`src/rtl/moxie_rst_pkg.sv`:
```
// Shared encodings for the moxiesoc reset controller: reset causes, FSM states
// and a saturating counter helper.
package moxie_rst_pkg;

  typedef enum logic [1:0] {
    RST_CAUSE_POR = 2'b00,
    RST_CAUSE_BTN = 2'b01,
    RST_CAUSE_SW  = 2'b10,
    RST_CAUSE_WDT = 2'b11
  } rst_cause_e;

  typedef enum logic {
    ST_HOLD = 1'b0,
    ST_RUN  = 1'b1
  } rst_state_e;

  localparam int RST_COUNT_W = 8;

  function automatic logic [RST_COUNT_W-1:0] sat_inc8(input logic [RST_COUNT_W-1:0] v);
    if (v == 8'hFF) begin
      return v;
    end else begin
      return v + 8'd1;
    end
  endfunction

endpackage

```
`src/rtl/moxie_rst_ctrl_sync.sv`:
```
// Multi-flop synchronizer whose whole chain is asynchronously set to 1.
module moxie_sync #(
  parameter int STAGES = 2
) (
  input  logic i_clk,
  input  logic i_set,
  input  logic i_d,
  output logic o_q
);

  logic [STAGES-1:0] r_chain;

  always_ff @(posedge i_clk or posedge i_set) begin
    if (i_set) begin
      r_chain <= '1;
    end else begin
      r_chain[0] <= i_d;
      for (int i = 1; i < STAGES; i++) begin
        r_chain[i] <= r_chain[i-1];
      end
    end
  end

  assign o_q = r_chain[STAGES-1];

endmodule

```
`src/rtl/moxie_rst_ctrl.sv`:
```
// Reset controller for moxiesoc: merges board, button and software resets into a
// stretched reset with cause/count reporting. Optional watchdog: MOXIE_RST_WDT_EN.
module moxie_rst_ctrl
  import moxie_rst_pkg::*;
#(
  parameter int SYNC_STAGES     = 2,
  parameter int HOLD_CYCLES     = 16,
  parameter int DEBOUNCE_CYCLES = 1024,
  parameter int WDT_CYCLES      = 65536
) (
  input  logic       clk_i,
  input  logic       rst_i,
  input  logic       btn_rst_i,
  input  logic       sw_rst_req_i,
  input  logic       wdt_kick_i,
  output logic       rst_o,
  output logic [1:0] rst_cause_o,
  output logic [7:0] rst_count_o
);

  localparam int HOLD_W = (HOLD_CYCLES > 1) ? $clog2(HOLD_CYCLES) : 1;
  localparam int DEB_W  = (DEBOUNCE_CYCLES > 1) ? $clog2(DEBOUNCE_CYCLES) : 1;
  localparam logic [HOLD_W-1:0] HOLD_LAST = HOLD_W'(HOLD_CYCLES - 1);
  localparam logic [HOLD_W-1:0] HOLD_ONE  = HOLD_W'(1);
  localparam logic [DEB_W-1:0]  DEB_LAST  = DEB_W'(DEBOUNCE_CYCLES - 1);
  localparam logic [DEB_W-1:0]  DEB_ONE   = DEB_W'(1);

  logic        w_rst_sync;
  logic        w_btn_sync;
  logic        w_btn_fire;
  logic        w_wdt_fire;
  logic        w_req;
  rst_cause_e  w_next_cause;

  rst_state_e        r_state;
  logic              r_rst;
  rst_cause_e        r_cause;
  logic [7:0]        r_count;
  logic [HOLD_W-1:0] r_hold_cnt;
  logic [DEB_W-1:0]  r_deb_cnt;

  moxie_sync #(.STAGES(SYNC_STAGES)) u_rst_sync (
    .i_clk (clk_i),
    .i_set (rst_i),
    .i_d   (1'b0),
    .o_q   (w_rst_sync)
  );

  moxie_sync #(.STAGES(SYNC_STAGES)) u_btn_sync (
    .i_clk (clk_i),
    .i_set (rst_i),
    .i_d   (btn_rst_i),
    .o_q   (w_btn_sync)
  );

  assign w_btn_fire = w_btn_sync && (r_deb_cnt == DEB_LAST);

`ifdef MOXIE_RST_WDT_EN
  localparam int WDT_W = (WDT_CYCLES > 1) ? $clog2(WDT_CYCLES) : 1;
  localparam logic [WDT_W-1:0] WDT_LAST = WDT_W'(WDT_CYCLES - 1);
  localparam logic [WDT_W-1:0] WDT_ONE  = WDT_W'(1);
  logic [WDT_W-1:0] r_wdt_cnt;
  // A kick wins over an expiry landing on the same cycle.
  assign w_wdt_fire = !wdt_kick_i && (r_wdt_cnt == WDT_LAST);
`else
  logic w_unused_wdt_kick;
  assign w_unused_wdt_kick = wdt_kick_i;
  assign w_wdt_fire        = 1'b0;
`endif

  // Warm-reset request arbitration: BTN > WDT > SW.
  always_comb begin
    w_req        = 1'b0;
    w_next_cause = RST_CAUSE_SW;
    if (w_btn_fire) begin
      w_req        = 1'b1;
      w_next_cause = RST_CAUSE_BTN;
    end else if (w_wdt_fire) begin
      w_req        = 1'b1;
      w_next_cause = RST_CAUSE_WDT;
    end else if (sw_rst_req_i) begin
      w_req        = 1'b1;
      w_next_cause = RST_CAUSE_SW;
    end else begin
      w_req        = 1'b0;
      w_next_cause = RST_CAUSE_SW;
    end
  end

  always_ff @(posedge clk_i or posedge rst_i) begin
    if (rst_i) begin
      r_state    <= ST_HOLD;
      r_rst      <= 1'b1;
      r_cause    <= RST_CAUSE_POR;
      r_count    <= 8'd0;
      r_hold_cnt <= '0;
      r_deb_cnt  <= '0;
`ifdef MOXIE_RST_WDT_EN
      r_wdt_cnt  <= '0;
`endif
    end else begin
      case (r_state)
        ST_HOLD: begin
          // A button reset is held until the button itself is released.
          if (w_rst_sync || (w_btn_sync && (r_cause == RST_CAUSE_BTN))) begin
            r_hold_cnt <= '0;
          end else if (r_hold_cnt == HOLD_LAST) begin
            r_state    <= ST_RUN;
            r_rst      <= 1'b0;
            r_hold_cnt <= '0;
          end else begin
            r_hold_cnt <= r_hold_cnt + HOLD_ONE;
          end
        end
        ST_RUN: begin
          if (w_req) begin
            r_state    <= ST_HOLD;
            r_rst      <= 1'b1;
            r_cause    <= w_next_cause;
            r_count    <= sat_inc8(r_count);
            r_hold_cnt <= '0;
            r_deb_cnt  <= '0;
`ifdef MOXIE_RST_WDT_EN
            r_wdt_cnt  <= '0;
`endif
          end else begin
            r_deb_cnt <= w_btn_sync ? (r_deb_cnt + DEB_ONE) : '0;
`ifdef MOXIE_RST_WDT_EN
            r_wdt_cnt <= wdt_kick_i ? '0 : (r_wdt_cnt + WDT_ONE);
`endif
          end
        end
        default: begin
          r_state <= ST_HOLD;
          r_rst   <= 1'b1;
        end
      endcase
    end
  end

  assign rst_o       = r_rst;
  assign rst_cause_o = r_cause;
  assign rst_count_o = r_count;

endmodule

```
`config.mk`:
```
export PLATFORM = sky130hd
export DESIGN_NAME = moxie_rst_ctrl
export DESIGN_NICKNAME = d
export VERILOG_FILES = /design/src/rtl/moxie_rst_pkg.sv /design/src/rtl/moxie_rst_ctrl_sync.sv /design/src/rtl/moxie_rst_ctrl.sv
export SDC_FILE = /design/constraint.sdc
export NUM_CORES = 1
export LEC_CHECK = 0
export CAP_MARGIN = 20
export CORE_MARGIN = 2
export CORE_UTILIZATION = 49
export CTS_CLUSTER_DIAMETER = 150
export DETAILED_ROUTE_END_ITERATION = 12
export GPL_TIMING_DRIVEN = 0
export PLACE_DENSITY_LB_ADDON = 0.15
export SYNTH_ARGS = -nofsm -noshare
export SYNTH_HDL_FRONTEND = slang
export SYNTH_SLANG_ARGS = --single-unit
```
`constraint.sdc`:
```
create_clock -name clk_i -period 1.8 [get_ports clk_i]
set_input_delay 0.54 -clock clk_i [delete_from_list [all_inputs] [get_ports clk_i]]
set_output_delay 0.54 -clock clk_i [all_outputs]
set_load 0.01 [all_outputs]
```
==> results_tabular.tex, run 1 <==
\begin{tabular}{lr}
\hline
Metric & Value \\
\hline
\multicolumn{2}{l}{\textbf{STA}} \\
Worst clock skew on the final layout & 0.01569 ns \\
Total negative slack for setup checks & 0 ns \\
Hold Worst Slack & 0.3611 ns \\
Post-route clock period utilization & 97.58\% \\
Fmax & 0.5693 GHz \\
Number of hold violations in the final report & 0 \\
Unrepaired setup endpoints after global routing & yes \\
Number of setup violations in the final report & 0 \\
Post-layout min period & 1.756 ns \\
Final-report max-slew violation count & 0 \\
\multicolumn{2}{l}{\textbf{Power}} \\
Cell area power density & 652.9 nW/µm² \\
Static leakage & 0.9172 nW \\
Power Total & 1.225 mW \\
Peak supply drop & 0.0005684 V \\
\multicolumn{2}{l}{\textbf{CTS}} \\
Clock transition at path regs & 0.09 ns \\
CTS buffer count & 5 \\
Clock Root Buffer & clkbuf\_4 \\
Later-pin clock latency in the skew report & 0.32 ns \\
Total of hold buffers inserted after clock tree synthesis & 0 \\
Clock Path Buffers & 2 \\
Total clock sinks & 30 \\
Clock tree from TritonCTS & yes \\
H-tree level count & 2 \\
\multicolumn{2}{l}{\textbf{Place}} \\
Detailed placement HPWL & 1914 µm \\
Buffers on Ports & 14 \\
Final weighted congestion of routability-driven global placement & 0.8151 \\
\multicolumn{2}{l}{\textbf{Setup path}} \\
WP data arrival & 1.99 ns \\
Number of cells on the worst reg-to-reg path & 6 \\
Required time of the critical path & 2.03 ns \\
Crit-path slowest cell & clkdlybuf4s50\_1 \\
R2R Path Start & r\_deb\_cnt[0] \\
Critical path cell sequence & clkdlybuf4s50\_1 > nand3b\_1 > a41oi\_2 > buf\_6 > o21ai\_0 > a31oi\_1 \\
Critical Path Sink Type & flop \\
Capture point of the worst path & r\_deb\_cnt[6] \\
Largest stage delay on the critical path & 0.43 ns \\
Element type at the critical path start & input port \\
Destination of the worst register-to-register timing path & r\_hold\_cnt[3] \\
Beginning of the critical path & sw\_rst\_req\_i \\
Internal reg-to-reg setup slack & 0.06 ns \\
Category of the most critical setup path & input port to flop \\
Largest driver fanout on the critical path & 10 \\
\multicolumn{2}{l}{\textbf{Layout}} \\
Area used by multi-input combinational logic & 700.7 µm² \\
Sequential cell area & 758.2 µm² \\
Net count of the finished layout & 179 \\
Fraction of the core area covered by cells at the end of the flow & 67.43\% \\
Ratio of cells with drive above 1 in the final layout & 23.26\% \\
Signed area change from the synthesized netlist to the final layout & 28.56\% \\
Count of antenna diodes in the layout & 0 \\
Count of filler cells inserted in the layout & 219 \\
\multicolumn{2}{l}{\textbf{Run status}} \\
Status & complete, no violations \\
\multicolumn{2}{l}{\textbf{Routing}} \\
Per-cell via count in the routed design & 5.872 \\
Final Routed Wirelength & 2827 µm \\
Total number of vias & 1192 \\
Average wire per cell in the routed design & 13.93 µm \\
First-iteration detailed-routing DRC count & 38 \\
Number of search-and-repair iterations in the first detailed-routing pass & 4 \\
DRC & 0 \\
Number of antenna-violating nets in the routed design & 0 \\
\multicolumn{2}{l}{\textbf{Synth}} \\
Warning count from the yosys run & 0 \\
Post-synthesis instance area & 1459 µm² \\
Top cell type's share of synthesized area & 42.88\% \\
Sequential area share after synthesis & 51.89\% \\
Flip-flop and latch count after synthesis & 30 \\
Cell type contributing the most total cell area after synthesis & dfrtp\_1 \\
Post-synth net total & 143 \\
Distinct cells, synth & 39 \\
Top post-synthesis cells by area & dfrtp\_1 43\%, dfstp\_2 9.0\%, nand3\_1 3.4\% \\
Mean cell area of the mapped netlist & 10.81 µm² \\
Post-Syn Instances & 135 \\
\multicolumn{2}{l}{\textbf{Floorplanning}} \\
Die footprint & 3430 µm² \\
Core region area & 2781 µm² \\
Number of I/O pins & 16 \\
Vertical extent of the die & 58.57 µm \\
Starting density of the core & 52.45\% \\
Number of standard-cell rows in the floorplan & 19 \\
Horizontal die dimension & 58.57 µm \\
\multicolumn{2}{l}{\textbf{Min path}} \\
Hold Crit Class & flop to flop \\
\multicolumn{2}{l}{\textbf{Global route}} \\
Number of antenna violations at the first check in global routing & 0 \\
First-pass GRT wire length & 4581 µm \\
Maximum number of pins on one net before global-route repair & 22 \\
Remaining Overflow, GRT & 0 \\
Vias in the first global route & 1062 \\
GRT Resource Usage Total & 17.82\% \\
\multicolumn{2}{l}{\textbf{Run}} \\
Max-capacitance violation count & 0 \\
\hline
\end{tabular}
## cell families (layout without fill, tap and decap cells)
kind of cell / after synthesis / count (layout) / share of synthesized area [%]
compound gates: 35 / 35 / 17.84
xor+xnor: 3 / 3 / 1.801
fa+ha+maj: 3 / 3 / 2.573
buf+inv: 8 / 45 / 2.143
flops: 30 / 30 / 51.89
mux: 5 / 5 / 3.773
other cells: 1 / 1 / 0.2570
simple gates: 50 / 50 / 19.73
## critical path: cells and delay by family
| kind | cells | cell delay (ns) |
|---|---|---|
| simple gates | 1 | 0.27 |
| compound gates | 3 | 0.57 |
| buf+inv | 2 | 0.61 |
## layer usage
layer	global-route usage, %	vias to the layer above	share of wire (%)
li1	-	588	-
met1	23.44	574	46
met2	28.09	26	47
met3	5.495	4	5.5
met4	5.980	0	1.1
met5	0	-	0
## registers in the layout, summed over array words and instances, names as in the netlist
signal and flops:
rst_o 1, r_state 1, r_deb_cnt 10, r_hold_cnt 4
u_btn_sync.r_chain 2, rst_count_o 8, u_rst_sync.r_chain 2, rst_cause_o 2
## cells in the mapped netlist
cell type,count
a311oi_1,1
mux2_2,1
buf_2,1
mux2_1,3
and3_2,1
nor4_1,1
a32oi_1,1
nand3_1,10
and4_1,1
nand4_1,5
nor2_1,5
a21o_2,1
o31ai_4,1
mux2i_1,1
conb_1,1
a31oi_1,7
dfstp_2,5
o311a_2,1
and4_2,1
nand4_4,1
nor3_1,1
a21o_1,2
ha_1,3
or3_1,1
a221o_1,1
dfrtp_1,25
a21oi_1,6
a22o_1,5
xnor2_1,3
and3_1,5
a32o_1,1
a41oi_1,1
inv_1,6
a41o_1,1
nand3b_1,3
o21ai_0,6
nand2b_1,5
clkbuf_1,1
nand2_1,10
## layout make-up
cell class / instances / share of cell area (%)
Buffer: 2 / 0.8005
Clock buffer: 7 / 2.935
Clock inverter: 1 / 0.2668
Inverter: 6 / 1.201
Multi-Input combinational cell: 97 / 37.36
Sequential cell: 30 / 40.43
Tap cell: 31 / 2.068
Timing Repair Buffer: 29 / 14.94
## placed cells by master (no fill, tap or decap), types with 2 or more instances in the layout
cell type,synthesis,final
a21o_1,2,2
a21oi_1,6,6
a22o_1,5,5
a31oi_1,7,7
and3_1,5,5
buf_4,0,14
clkbuf_1,1,2
clkbuf_4,0,5
clkdlybuf4s50_1,0,8
dfrtp_1,25,24
dfstp_2,5,5
dlygate4sd2_1,0,2
dlymetal6s2s_1,0,4
ha_1,3,2
inv_1,6,6
mux2_1,3,2
nand2_1,10,10
nand2b_1,5,5
nand3_1,10,10
nand3b_1,3,3
nand4_1,5,5
nor2_1,5,5
o21ai_0,6,6
xnor2_1,3,3
## worst min-delay path by stage
stage,from,endpoint,slack [ns],depth (start not counted)
2_1_floorplan,u_btn_sync.r_chain[0],u_btn_sync.r_chain[1],0.35,0
3_3_place_gp,u_rst_sync.r_chain[0],u_rst_sync.r_chain[1],0.35,0
3_5_place_dp,u_rst_sync.r_chain[0],u_rst_sync.r_chain[1],0.35,0
4_1_cts,u_rst_sync.r_chain[0],u_rst_sync.r_chain[1],0.36,0
5_1_grt,u_rst_sync.r_chain[0],u_rst_sync.r_chain[1],0.36,0
6_report,u_rst_sync.r_chain[0],u_rst_sync.r_chain[1],0.36,0
## power by group
group | internal (mW) | total [mW] | switching [mW]
clock network | 0.189 | 0.405 | 0.216
logic | 0.0576 | 0.104 | 0.0467
registers | 0.697 | 0.715 | 0.0175
## metrics by stage
stage	setup WS [ns]	cell area, µm²	std cells
after CTS	0.01155	1803	198
after global routing	-0.03403	1876	203
after detailed placement	-0.3584	1665	181
final	0.04354	1876	203
after global placement	-0.3945	1638	180
after floorplan	0.07874	1459	135
## timing repair
action	CTS	global route
hold endpoints to repair	0	0
setup endpoints to repair	20	17
gates resized for setup	5	9
buffers inserted	9	5
pin swaps	1	4
(Power assumes the default switching activity.)
==> inputs of run 2 (changes only) <==
--- a/config.mk
+++ b/config.mk
@@ -12,6 +12,7 @@
 export DETAILED_ROUTE_END_ITERATION = 12
 export GPL_TIMING_DRIVEN = 0
 export PLACE_DENSITY_LB_ADDON = 0.15
+export SLEW_MARGIN = 10
 export SYNTH_ARGS = -nofsm -noshare
 export SYNTH_HDL_FRONTEND = slang
 export SYNTH_SLANG_ARGS = --single-unit
==> results of run 2 <==
No change in the layout: final DEF, timing and power equal those of run 1.
